--- config.mk ---
export PLATFORM = sky130hd
export DESIGN_NAME = conv_index_datapath_flat
export DESIGN_NICKNAME = d
export VERILOG_FILES = /design/src/rtl/conv_index_datapath_pkg.sv /design/src/rtl/conv_index_datapath_if.sv /design/src/rtl/conv_index_datapath_updown_counter.sv /design/src/rtl/conv_index_datapath.sv /design/src/flat_wrapper.sv
export SDC_FILE = /design/constraint.sdc
export NUM_CORES = 1
export LEC_CHECK = 0
export CAP_MARGIN = 20
export CELL_PAD_IN_SITES_DETAIL_PLACEMENT = 0
export CELL_PAD_IN_SITES_GLOBAL_PLACEMENT = 1
export CORE_MARGIN = 2
export CORE_UTILIZATION = 38
export CTS_CLUSTER_SIZE = 20
export DETAILED_ROUTE_END_ITERATION = 8
export GPL_TIMING_DRIVEN = 0
export PLACE_DENSITY = 0.82
export SYNTH_ARGS = -nofsm -noshare
export SYNTH_HDL_FRONTEND = slang
export SYNTH_HIERARCHICAL = 1
export SYNTH_SLANG_ARGS = --single-unit
--- constraint.sdc ---
create_clock -name clk -period 2.93 [get_ports clk]
set_clock_uncertainty 0.15 [all_clocks]
set_input_delay 0.586 -clock clk [delete_from_list [all_inputs] [get_ports clk]]
set_output_delay 0.586 -clock clk [all_outputs]
set_load 0.1 [all_outputs]
--- src/rtl/conv_index_datapath_pkg.sv ---
// Shared constants and types for the convolution index/address datapath.
package conv_index_datapath_pkg;
    localparam int unsigned ADDR_W = 12;
    localparam int unsigned DATA_W = 16;
    localparam int unsigned DIM_W  = 8;
    localparam int unsigned KSIZE  = 3;
    localparam logic [DATA_W-1:0] END_MARKER = 16'h00FF;

    typedef enum logic {
        WM_HOLD,
        WM_ADVANCE
    } wmem_state_e;
endpackage

--- src/rtl/conv_index_datapath_if.sv ---
// Controller <-> datapath strobes plus the addresses/flags returned to the controller.
interface conv_index_datapath_if;
    import conv_index_datapath_pkg::*;

    logic [DATA_W-1:0] sram_dut_read_data;
    logic              str_input_nrows;
    logic              str_input_ncols;
    logic              incr_raddr_enable;
    logic              rst_dut_wmem_read_address;
    logic              incr_col_enable;
    logic              rst_col_counter;
    logic              incr_row_enable;
    logic              rst_row_counter;
    logic              incr_output_addr;
    logic              incr_waddr_enable;
    logic              dut_busy_toggle;

    logic [ADDR_W-1:0] dut_sram_read_address;
    logic [ADDR_W-1:0] dut_wmem_read_address;
    logic [ADDR_W-1:0] dut_sram_write_address;
    logic [DIM_W-1:0]  cidx;
    logic [DIM_W-1:0]  ridx;
    logic              last_col_next;
    logic              last_row_flag;
    logic              end_condition_met;
    logic              dut_busy;

    modport master (
        output sram_dut_read_data, str_input_nrows, str_input_ncols, incr_raddr_enable,
               rst_dut_wmem_read_address, incr_col_enable, rst_col_counter,
               incr_row_enable, rst_row_counter, incr_output_addr, incr_waddr_enable,
               dut_busy_toggle,
        input  dut_sram_read_address, dut_wmem_read_address, dut_sram_write_address,
               cidx, ridx, last_col_next, last_row_flag, end_condition_met, dut_busy
    );

    modport slave (
        input  sram_dut_read_data, str_input_nrows, str_input_ncols, incr_raddr_enable,
               rst_dut_wmem_read_address, incr_col_enable, rst_col_counter,
               incr_row_enable, rst_row_counter, incr_output_addr, incr_waddr_enable,
               dut_busy_toggle,
        output dut_sram_read_address, dut_wmem_read_address, dut_sram_write_address,
               cidx, ridx, last_col_next, last_row_flag, end_condition_met, dut_busy
    );
endinterface

--- src/rtl/conv_index_datapath_updown_counter.sv ---
// Wrapping counter with synchronous clear taking priority over increment.
module conv_updown_counter #(
    parameter int unsigned WIDTH = 8
) (
    input  logic             i_clk,
    input  logic             i_rst_n,
    input  logic             i_clr,
    input  logic             i_incr,
    output logic [WIDTH-1:0] o_count
);
    logic [WIDTH-1:0] r_count;

    always_ff @(posedge i_clk or negedge i_rst_n) begin
        if (!i_rst_n) begin
            r_count <= '0;
        end else if (i_clr) begin
            r_count <= '0;
        end else if (i_incr) begin
            r_count <= r_count + 1'b1;
        end
    end

    assign o_count = r_count;
endmodule

--- src/rtl/conv_index_datapath.sv ---
// Index/address datapath for the convolution controller: dimension capture,
// SRAM/WMEM address generation, row/col indices, end detection and busy flag.
module conv_index_datapath
    import conv_index_datapath_pkg::*;
(
    input  logic                 clk,
    input  logic                 reset_b,
    conv_index_datapath_if.slave bus
);
    localparam logic [DIM_W:0]    KSIZE_EXT = (DIM_W + 1)'(KSIZE);
    localparam logic [ADDR_W-1:0] WMEM_DATA = {{(ADDR_W - 1){1'b0}}, 1'b1};

    logic [DIM_W-1:0]  r_nrows;
    logic [DIM_W-1:0]  r_ncols;
    logic [ADDR_W-1:0] r_waddr;
    logic [ADDR_W-1:0] r_wmem_addr;
    logic              r_end;
    logic              r_busy;
    wmem_state_e       r_wm_state;

    wmem_state_e       w_wm_state_nxt;
    logic [ADDR_W-1:0] w_wmem_addr_nxt;
    logic [ADDR_W-1:0] w_raddr;
    logic [DIM_W-1:0]  w_cidx;
    logic [DIM_W-1:0]  w_ridx;
    logic [1:0]        w_wstep;
    logic              w_end_hit;
    logic [DIM_W:0]    w_cidx_ext;
    logic [DIM_W:0]    w_ridx_ext;
    logic [DIM_W:0]    w_ncols_ext;
    logic [DIM_W:0]    w_nrows_ext;

    conv_updown_counter #(.WIDTH(DIM_W)) u_col_cnt (
        .i_clk   (clk),
        .i_rst_n (reset_b),
        .i_clr   (bus.rst_col_counter),
        .i_incr  (bus.incr_col_enable),
        .o_count (w_cidx)
    );

    conv_updown_counter #(.WIDTH(DIM_W)) u_row_cnt (
        .i_clk   (clk),
        .i_rst_n (reset_b),
        .i_clr   (bus.rst_row_counter),
        .i_incr  (bus.incr_row_enable),
        .o_count (w_ridx)
    );

    // Images are packed back to back, so the read address is never cleared.
    conv_updown_counter #(.WIDTH(ADDR_W)) u_raddr_cnt (
        .i_clk   (clk),
        .i_rst_n (reset_b),
        .i_clr   (1'b0),
        .i_incr  (bus.incr_raddr_enable),
        .o_count (w_raddr)
    );

    always_ff @(posedge clk or negedge reset_b) begin
        if (!reset_b) begin
            r_nrows <= '0;
            r_ncols <= '0;
        end else begin
            if (bus.str_input_nrows) r_nrows <= bus.sram_dut_read_data[DIM_W-1:0];
            if (bus.str_input_ncols) r_ncols <= bus.sram_dut_read_data[DIM_W-1:0];
        end
    end

    always_ff @(posedge clk or negedge reset_b) begin
        if (!reset_b) begin
            r_wm_state  <= WM_HOLD;
            r_wmem_addr <= '0;
        end else begin
            r_wm_state  <= w_wm_state_nxt;
            r_wmem_addr <= w_wmem_addr_nxt;
        end
    end

    // Restart points at the dims word, then steps once onto the data word.
    always_comb begin
        w_wm_state_nxt  = r_wm_state;
        w_wmem_addr_nxt = r_wmem_addr;
        if (bus.rst_dut_wmem_read_address) begin
            w_wm_state_nxt  = WM_ADVANCE;
            w_wmem_addr_nxt = '0;
        end else begin
            case (r_wm_state)
                WM_ADVANCE: begin
                    w_wm_state_nxt  = WM_HOLD;
                    w_wmem_addr_nxt = WMEM_DATA;
                end
                default: ;
            endcase
        end
    end

    assign w_wstep = {1'b0, bus.incr_output_addr} + {1'b0, bus.incr_waddr_enable};

    always_ff @(posedge clk or negedge reset_b) begin
        if (!reset_b) begin
            r_waddr <= '0;
        end else begin
            r_waddr <= r_waddr + ADDR_W'(w_wstep);
        end
    end

    assign w_end_hit = bus.str_input_nrows && (bus.sram_dut_read_data == END_MARKER);

    // End detection forces busy low and overrides a coincident toggle;
    // a busy 0->1 transition starts a new run and clears the sticky end flag.
    always_ff @(posedge clk or negedge reset_b) begin
        if (!reset_b) begin
            r_end  <= 1'b0;
            r_busy <= 1'b0;
        end else if (w_end_hit) begin
            r_end  <= 1'b1;
            r_busy <= 1'b0;
        end else if (bus.dut_busy_toggle) begin
            r_busy <= ~r_busy;
            if (!r_busy) r_end <= 1'b0;
        end
    end

    assign w_cidx_ext  = {1'b0, w_cidx};
    assign w_ridx_ext  = {1'b0, w_ridx};
    assign w_ncols_ext = {1'b0, r_ncols};
    assign w_nrows_ext = {1'b0, r_nrows};

    // nrows==0 means no dimensions captured yet; keep the flag low so reset leaves all outputs 0.
    assign bus.last_col_next = (w_ncols_ext >= KSIZE_EXT) && (w_cidx_ext == (w_ncols_ext - KSIZE_EXT));
    assign bus.last_row_flag = (r_nrows != '0) && ((w_ridx_ext + KSIZE_EXT) >= w_nrows_ext);

    assign bus.dut_sram_read_address  = w_raddr;
    assign bus.dut_wmem_read_address  = r_wmem_addr;
    assign bus.dut_sram_write_address = r_waddr;
    assign bus.cidx                   = w_cidx;
    assign bus.ridx                   = w_ridx;
    assign bus.end_condition_met      = r_end;
    assign bus.dut_busy               = r_busy;
endmodule

--- src/flat_wrapper.sv ---
// flat-port wrapper written by rule: the top's interface ports become plain ports
module conv_index_datapath_flat import conv_index_datapath_pkg::*;
  (clk, reset_b, bus_sram_dut_read_data, bus_str_input_nrows, bus_str_input_ncols, bus_incr_raddr_enable, bus_rst_dut_wmem_read_address, bus_incr_col_enable, bus_rst_col_counter, bus_incr_row_enable, bus_rst_row_counter, bus_incr_output_addr, bus_incr_waddr_enable, bus_dut_busy_toggle, bus_dut_sram_read_address, bus_dut_wmem_read_address, bus_dut_sram_write_address, bus_cidx, bus_ridx, bus_last_col_next, bus_last_row_flag, bus_end_condition_met, bus_dut_busy);
  conv_index_datapath_if bus_i ();
  input  logic clk;
  input  logic reset_b;
  input wire logic [$bits(bus_i.sram_dut_read_data)-1:0] bus_sram_dut_read_data;
  input wire logic [$bits(bus_i.str_input_nrows)-1:0] bus_str_input_nrows;
  input wire logic [$bits(bus_i.str_input_ncols)-1:0] bus_str_input_ncols;
  input wire logic [$bits(bus_i.incr_raddr_enable)-1:0] bus_incr_raddr_enable;
  input wire logic [$bits(bus_i.rst_dut_wmem_read_address)-1:0] bus_rst_dut_wmem_read_address;
  input wire logic [$bits(bus_i.incr_col_enable)-1:0] bus_incr_col_enable;
  input wire logic [$bits(bus_i.rst_col_counter)-1:0] bus_rst_col_counter;
  input wire logic [$bits(bus_i.incr_row_enable)-1:0] bus_incr_row_enable;
  input wire logic [$bits(bus_i.rst_row_counter)-1:0] bus_rst_row_counter;
  input wire logic [$bits(bus_i.incr_output_addr)-1:0] bus_incr_output_addr;
  input wire logic [$bits(bus_i.incr_waddr_enable)-1:0] bus_incr_waddr_enable;
  input wire logic [$bits(bus_i.dut_busy_toggle)-1:0] bus_dut_busy_toggle;
  output wire logic [$bits(bus_i.dut_sram_read_address)-1:0] bus_dut_sram_read_address;
  output wire logic [$bits(bus_i.dut_wmem_read_address)-1:0] bus_dut_wmem_read_address;
  output wire logic [$bits(bus_i.dut_sram_write_address)-1:0] bus_dut_sram_write_address;
  output wire logic [$bits(bus_i.cidx)-1:0] bus_cidx;
  output wire logic [$bits(bus_i.ridx)-1:0] bus_ridx;
  output wire logic [$bits(bus_i.last_col_next)-1:0] bus_last_col_next;
  output wire logic [$bits(bus_i.last_row_flag)-1:0] bus_last_row_flag;
  output wire logic [$bits(bus_i.end_condition_met)-1:0] bus_end_condition_met;
  output wire logic [$bits(bus_i.dut_busy)-1:0] bus_dut_busy;
  assign bus_i.sram_dut_read_data = bus_sram_dut_read_data;
  assign bus_i.str_input_nrows = bus_str_input_nrows;
  assign bus_i.str_input_ncols = bus_str_input_ncols;
  assign bus_i.incr_raddr_enable = bus_incr_raddr_enable;
  assign bus_i.rst_dut_wmem_read_address = bus_rst_dut_wmem_read_address;
  assign bus_i.incr_col_enable = bus_incr_col_enable;
  assign bus_i.rst_col_counter = bus_rst_col_counter;
  assign bus_i.incr_row_enable = bus_incr_row_enable;
  assign bus_i.rst_row_counter = bus_rst_row_counter;
  assign bus_i.incr_output_addr = bus_incr_output_addr;
  assign bus_i.incr_waddr_enable = bus_incr_waddr_enable;
  assign bus_i.dut_busy_toggle = bus_dut_busy_toggle;
  assign bus_dut_sram_read_address = bus_i.dut_sram_read_address;
  assign bus_dut_wmem_read_address = bus_i.dut_wmem_read_address;
  assign bus_dut_sram_write_address = bus_i.dut_sram_write_address;
  assign bus_cidx = bus_i.cidx;
  assign bus_ridx = bus_i.ridx;
  assign bus_last_col_next = bus_i.last_col_next;
  assign bus_last_row_flag = bus_i.last_row_flag;
  assign bus_end_condition_met = bus_i.end_condition_met;
  assign bus_dut_busy = bus_i.dut_busy;
  conv_index_datapath u_core (.clk(clk), .reset_b(reset_b), .bus(bus_i));
endmodule
Yosys cells after proc, flatten, opt, wreduce, memory -nomap -nowiden:

Index checks and enable logic that the tools add are counted.

* register bits after elaboration: 71
* logic and storage cells: 44

* add/sub/neg operators: 7
* $lt $le $gt $ge: 2
* equal/unequal tests: 3
* mux-type cells: 12
* bitwise gates (word level): 1
* reductions and logical operators: 9

Operator list (count)
* $mux 8: 4
* $mux 12: 2
* $add 8x1->8 const B: 2
* $eq 16x8->1 const B: 1
* $add 12x1->12 const B: 1
* $add 12x2->12: 1
* $add 8x2->9 const B: 1
* $eq 8x9->1: 1
* $ge 9x8->1: 1
* $sub 8x2->9 const B: 1
* $ge 8x2->1 const B: 1
* $reduce_bool 2->1: 4
* $reduce_bool 8->1: 1
* $mux 1: 6
* $logic_and 1x1->1: 3
* $add 1x1->2: 1
* $ne 2x2->1 const B: 1
* $reduce_and 2->1: 1
* $not 1->1: 1

Logic depth before layout (Yosys ltp):

* depth after elaboration: 4
* depth in mapped cells: 8
* depth with buffers taken out: 8

Modules after synthesis:

The synthesis kept the hierarchy.

By module, submodules not included
* conv_index_datapath: instances 1, cells each 197, area an instance 1965.6 sq um
* conv_updown_counter (u_core.u_col_cnt ...): instances 2, cells each 37, area an instance 396.6 sq um
* conv_updown_counter (u_core.u_raddr_cnt): instances 1, cells each 57, area an instance 588.1 sq um

Worst setup path before layout:

OpenSTA, ideal clock, no wires.

* kind: register -> output
* start point: register u_core.u_row_cnt.r_count[0] (netlist: u_core/u_row_cnt/o_count[0])
* end point: output bus_last_row_flag
* arrival time: 3237 ps
* required time: 2194 ps
* setup slack: -1043 ps
* cell stages (with the launch flop): 9
* path buffers: 0
* cell sequence: dfrtp_1 -> inv_1 -> ha_1 -> nor4bb_4 -> xor2_1 -> ha_1 -> o2111ai_1 -> a21oi_1 -> o221a_1

* word-level cells in the longest chain between the ends: 3

RTL lines
* start: declaration: line conv_index_datapath_updown_counter.sv:11 `logic [WIDTH-1:0] r_count;`
* start signal: assignment: line conv_index_datapath_updown_counter.sv:19 `r_count <= r_count + 1'b1;`
* $add 8x2->9: line conv_index_datapath.sv:130 `assign bus.last_row_flag = (r_nrows != '0) && ((w_ridx_ext + KSIZE_EXT) >= w_nrows_ext);`
* $ge 9x8->1: line conv_index_datapath.sv:130
* $logic_and 1x1->1: line conv_index_datapath.sv:130
* end: declaration: line flat_wrapper.sv:25 `output wire logic [$bits(bus_i.last_row_flag)-1:0] bus_last_row_flag;`

Every way passes these cells.

Final worst setup path:

Ends and elaborated chain as after synthesis.

==> flow_metrics.env <==
export IMPL_final_area_um2=4610
export IMPL_met3WireLength_um=274
export IMPL_end_kind="output port"
export IMPL_cts_tree="done"
export IMPL_ant_nets=0
export IMPL_die_h_um=97.9
export IMPL_synth_area_leaders="dfrtp_1 (45%), xnor2_1 (5.8%), ha_1 (5.2%), xor2_1 (5.2%), nor2_1 (3.8%)"
export IMPL_status="finished, violations left"
export IMPL_wl_met2_um=3110
export IMPL_report_final_setup_viol=1
export IMPL_critPathSlowestCell="dfrtp_4"
export IMPL_gp_congestion=0.751
export IMPL_die_width_um=97.9
export IMPL_clock_latency_ps=330
export IMPL_crit_path_max_incr_delay_ps=440
export IMPL_antenna_found_initial=0
export IMPL_synth_common_cells="dfrtp_1 (60), nor2_1 (34), nand2_1 (24), xnor2_1 (22), xor2_1 (20)"
export IMPL_nFillCells=768
export IMPL_synth_edf_count=0
export IMPL_viasPerCell=4.87
export IMPL_p_per_area_nw_per_um2=626
export IMPL_area_growth_pct=37.7
export IMPL_synth_top_area_share_pct=44.9
export IMPL_r2r_start="u_core/bus.dut_sram_write_address[0]"
export IMPL_vias=2642
export IMPL_die_area_um2=9570
export IMPL_min_period_ps=3250
export IMPL_synth_avg_cell_area_um2=10.2
export IMPL_worst_setup_path_start_kind="flop"
export IMPL_placed_cell_area_um2=4310
export IMPL_rsz0062_at_grt="true"
export IMPL_grt_max_degree=32
export IMPL_drt_wl_total_um=6960
export IMPL_synth_area_um2=3350
export IMPL_cts_hold_buf=0
export IMPL_clkTransAtPathRegs_ps=70
export IMPL_drtIter0Drc=101
export IMPL_coreArea_um2=8640
export IMPL_std_cell_rows=34
export IMPL_critPathArrivalTime_ps=2510
export IMPL_io_pins=85
export IMPL_min_period_over_period_pct=111
export IMPL_cts_buffers_inserted=9
export IMPL_clock_sinks=60
export IMPL_yosysMostFrequentCell="dfrtp_1"
export IMPL_finalWorstSetupSlack_ps=-319
export IMPL_dp_cells=519
export IMPL_synth_main_ff_cell="dfrtp_1"
export IMPL_worst_pin_slew_ps=983
export IMPL_cts_root_buf="clkbuf_8"
export IMPL_criticalPathCategory="reg -> out"
export IMPL_port_buffers=68
export IMPL_track_usage_pct=15.1
export IMPL_synth_cell_types=51
export IMPL_cp_required_ps=2190
export IMPL_diodes=0
export IMPL_utilization_pct=53.4
export IMPL_peakVddDrop_mv=0.835
export IMPL_fin_nets=474
export IMPL_drive_above_1_share_pct=19.5
export IMPL_yosys_warnings=6
export IMPL_post_drt_wl_per_cell_um=12.8
export IMPL_gr_total_overflow=0
export IMPL_leakage_nw=1.98
export IMPL_drv_slew=0
export IMPL_htreeDepth=3
export IMPL_reg2reg_depth=6
export IMPL_synthCells=328
export IMPL_synth_seq_area_share_pct=44.9
export IMPL_clock_path_buffers=2
export IMPL_drtPass1Iterations=4
export IMPL_ys_ff_latch=60
export IMPL_dp_hpwl_um=5110
export IMPL_holdCritPathClass="in -> async"
export IMPL_grt_pass1_vias=2583
export IMPL_crit_chain="inv_2 > ha_4 > nor4bb_4 > xor2_1 > ha_1 > a211o_1 > o221a_4 > buf_12"
export IMPL_top_layer="met4"
export IMPL_drc=0
export IMPL_slew_headroom_pct=34.3
export IMPL_clock_fmax_mhz=308
export IMPL_start_util_pct=38.8
export IMPL_worstPathMaxFanout=5
export IMPL_ys_async_sr_fraction_pct=100
export IMPL_synth_top_area_cell="dfrtp_1"
export IMPL_grt_pass1_wl_um=11900
export IMPL_violations="setup timing"
export IMPL_route_layer_met1_wl_um=3460
export IMPL_hold_viol_final=0
export IMPL_fin_cells=543
export IMPL_crit_start="u_core/u_row_cnt/o_count[0]"
export IMPL_maxCapViolCount=0
power by group:
group          internal, mW  switching (mW)  total, mW
combinational         0.312           0.787       1.10
clock                 0.437           0.324      0.761
sequential            0.926           0.102       1.03
total                  1.67            1.21       2.89
sequential cells by signal, summed over array words and instances, names as in the netlist:
register and count:
u_core/bus.dut_busy 1, u_core/bus.dut_sram_write_address 12, u_core/bus.dut_wmem_read_address 1, u_core/bus.end_condition_met 1
u_core/r_ncols 8, u_core/r_nrows 8, u_core/r_wm_state 1, u_core/u_col_cnt/o_count 8
u_core/u_raddr_cnt/o_count 12, u_core/u_row_cnt/o_count 8
kinds of logic (layout without fill, tap and decap cells):
family	Yosys count	count (layout)	share of synthesized area, %
buffers and inverters	36	129	5.72
other	1	15	0.112
XOR/XNOR	42	42	11.0
AND/OR/NAND/NOR	112	112	17.6
adder cells (fa/ha/maj)	15	15	5.83
AO/OA/AOI/OAI	50	50	11.0
multiplexers	12	12	3.93
flip-flops	60	60	44.9
layout by cell type, fill, tap and decap left out, types with 3 or more instances in the layout:
master            n
a21oi_1          11
and3_1            5
buf_12            3
buf_4            23
clkbuf_1          3
clkbuf_8         11
clkdlybuf4s50_1  65
conb_1           15
dfrtp_1          44
dfrtp_2          10
dfrtp_4           6
ha_1             12
inv_1            16
mux2_2            9
mux2i_1           3
nand2_1          24
nand3_1          12
nand4_1           9
nor2_1           34
nor3_1            4
nor4_1            3
o21ai_0          16
or3_1             6
xnor2_1          22
xor2_1           20
layout make-up:
class | count | area (µm²) | area share, %
timing repair buffer | 77 | 776 | 16.8
clock buffer | 12 | 155 | 3.37
multi-input combinational | 246 | 1770 | 38.4
clock inverter | 4 | 47.5 | 1.03
sequential | 60 | 1540 | 33.3
buffer | 18 | 124 | 2.69
tap | 108 | 135 | 2.93
inverter | 18 | 67.6 | 1.47
critical path: cells and delay by family, from the launching register on:
family,cells,cell delay [ps]
buf+inv,2,210
compound gates,2,530
xor+xnor,1,200
simple gates,1,340
flops,1,440
fa+ha+maj,2,450
per-stage QoR:
step | power [mW] | setup slack, ps | hold WS, ps | setup TNS [ps]
4_1_cts | 2.91 | -320 | 160 | -320
3_5_place_dp | 2.12 | -891 | 321 | -1520
3_3_place_gp | 2.11 | -1330 | 304 | -60370
2_1_floorplan | 1.86 | -40.4 | 140 | -60.6
6_report | 2.89 | -319 | 145 | -319
5_1_grt | 3.02 | -431 | 196 | -471
final timing paths:
path	slack, ps	to
setup / recovery	-320	bus_last_row_flag
hold / removal	140	u_core/u_raddr_cnt/o_count[10]
setup reg to reg	1170	u_core/bus.dut_sram_write_address[11]
hold reg to reg	320	u_core/bus.dut_sram_write_address[11]
max in group asynchronous	1850	u_core/u_col_cnt/o_count[2]
min in group clk	320	u_core/bus.dut_sram_write_address[11]
metal layers:
metal	vias to the layer above	global-route usage (%)
met5	-	0
met4	0	7.69
met1	1255	21.1
li1	1317	-
met3	8	2.58
met2	62	22.4
repair_timing:
action,CTS,global route
pin swaps,3,8
gates resized for setup,20,2
endpoints found under the setup margin,2,2
setup buffers,5,3
Note: power is estimated with default switching activity, not from simulation.
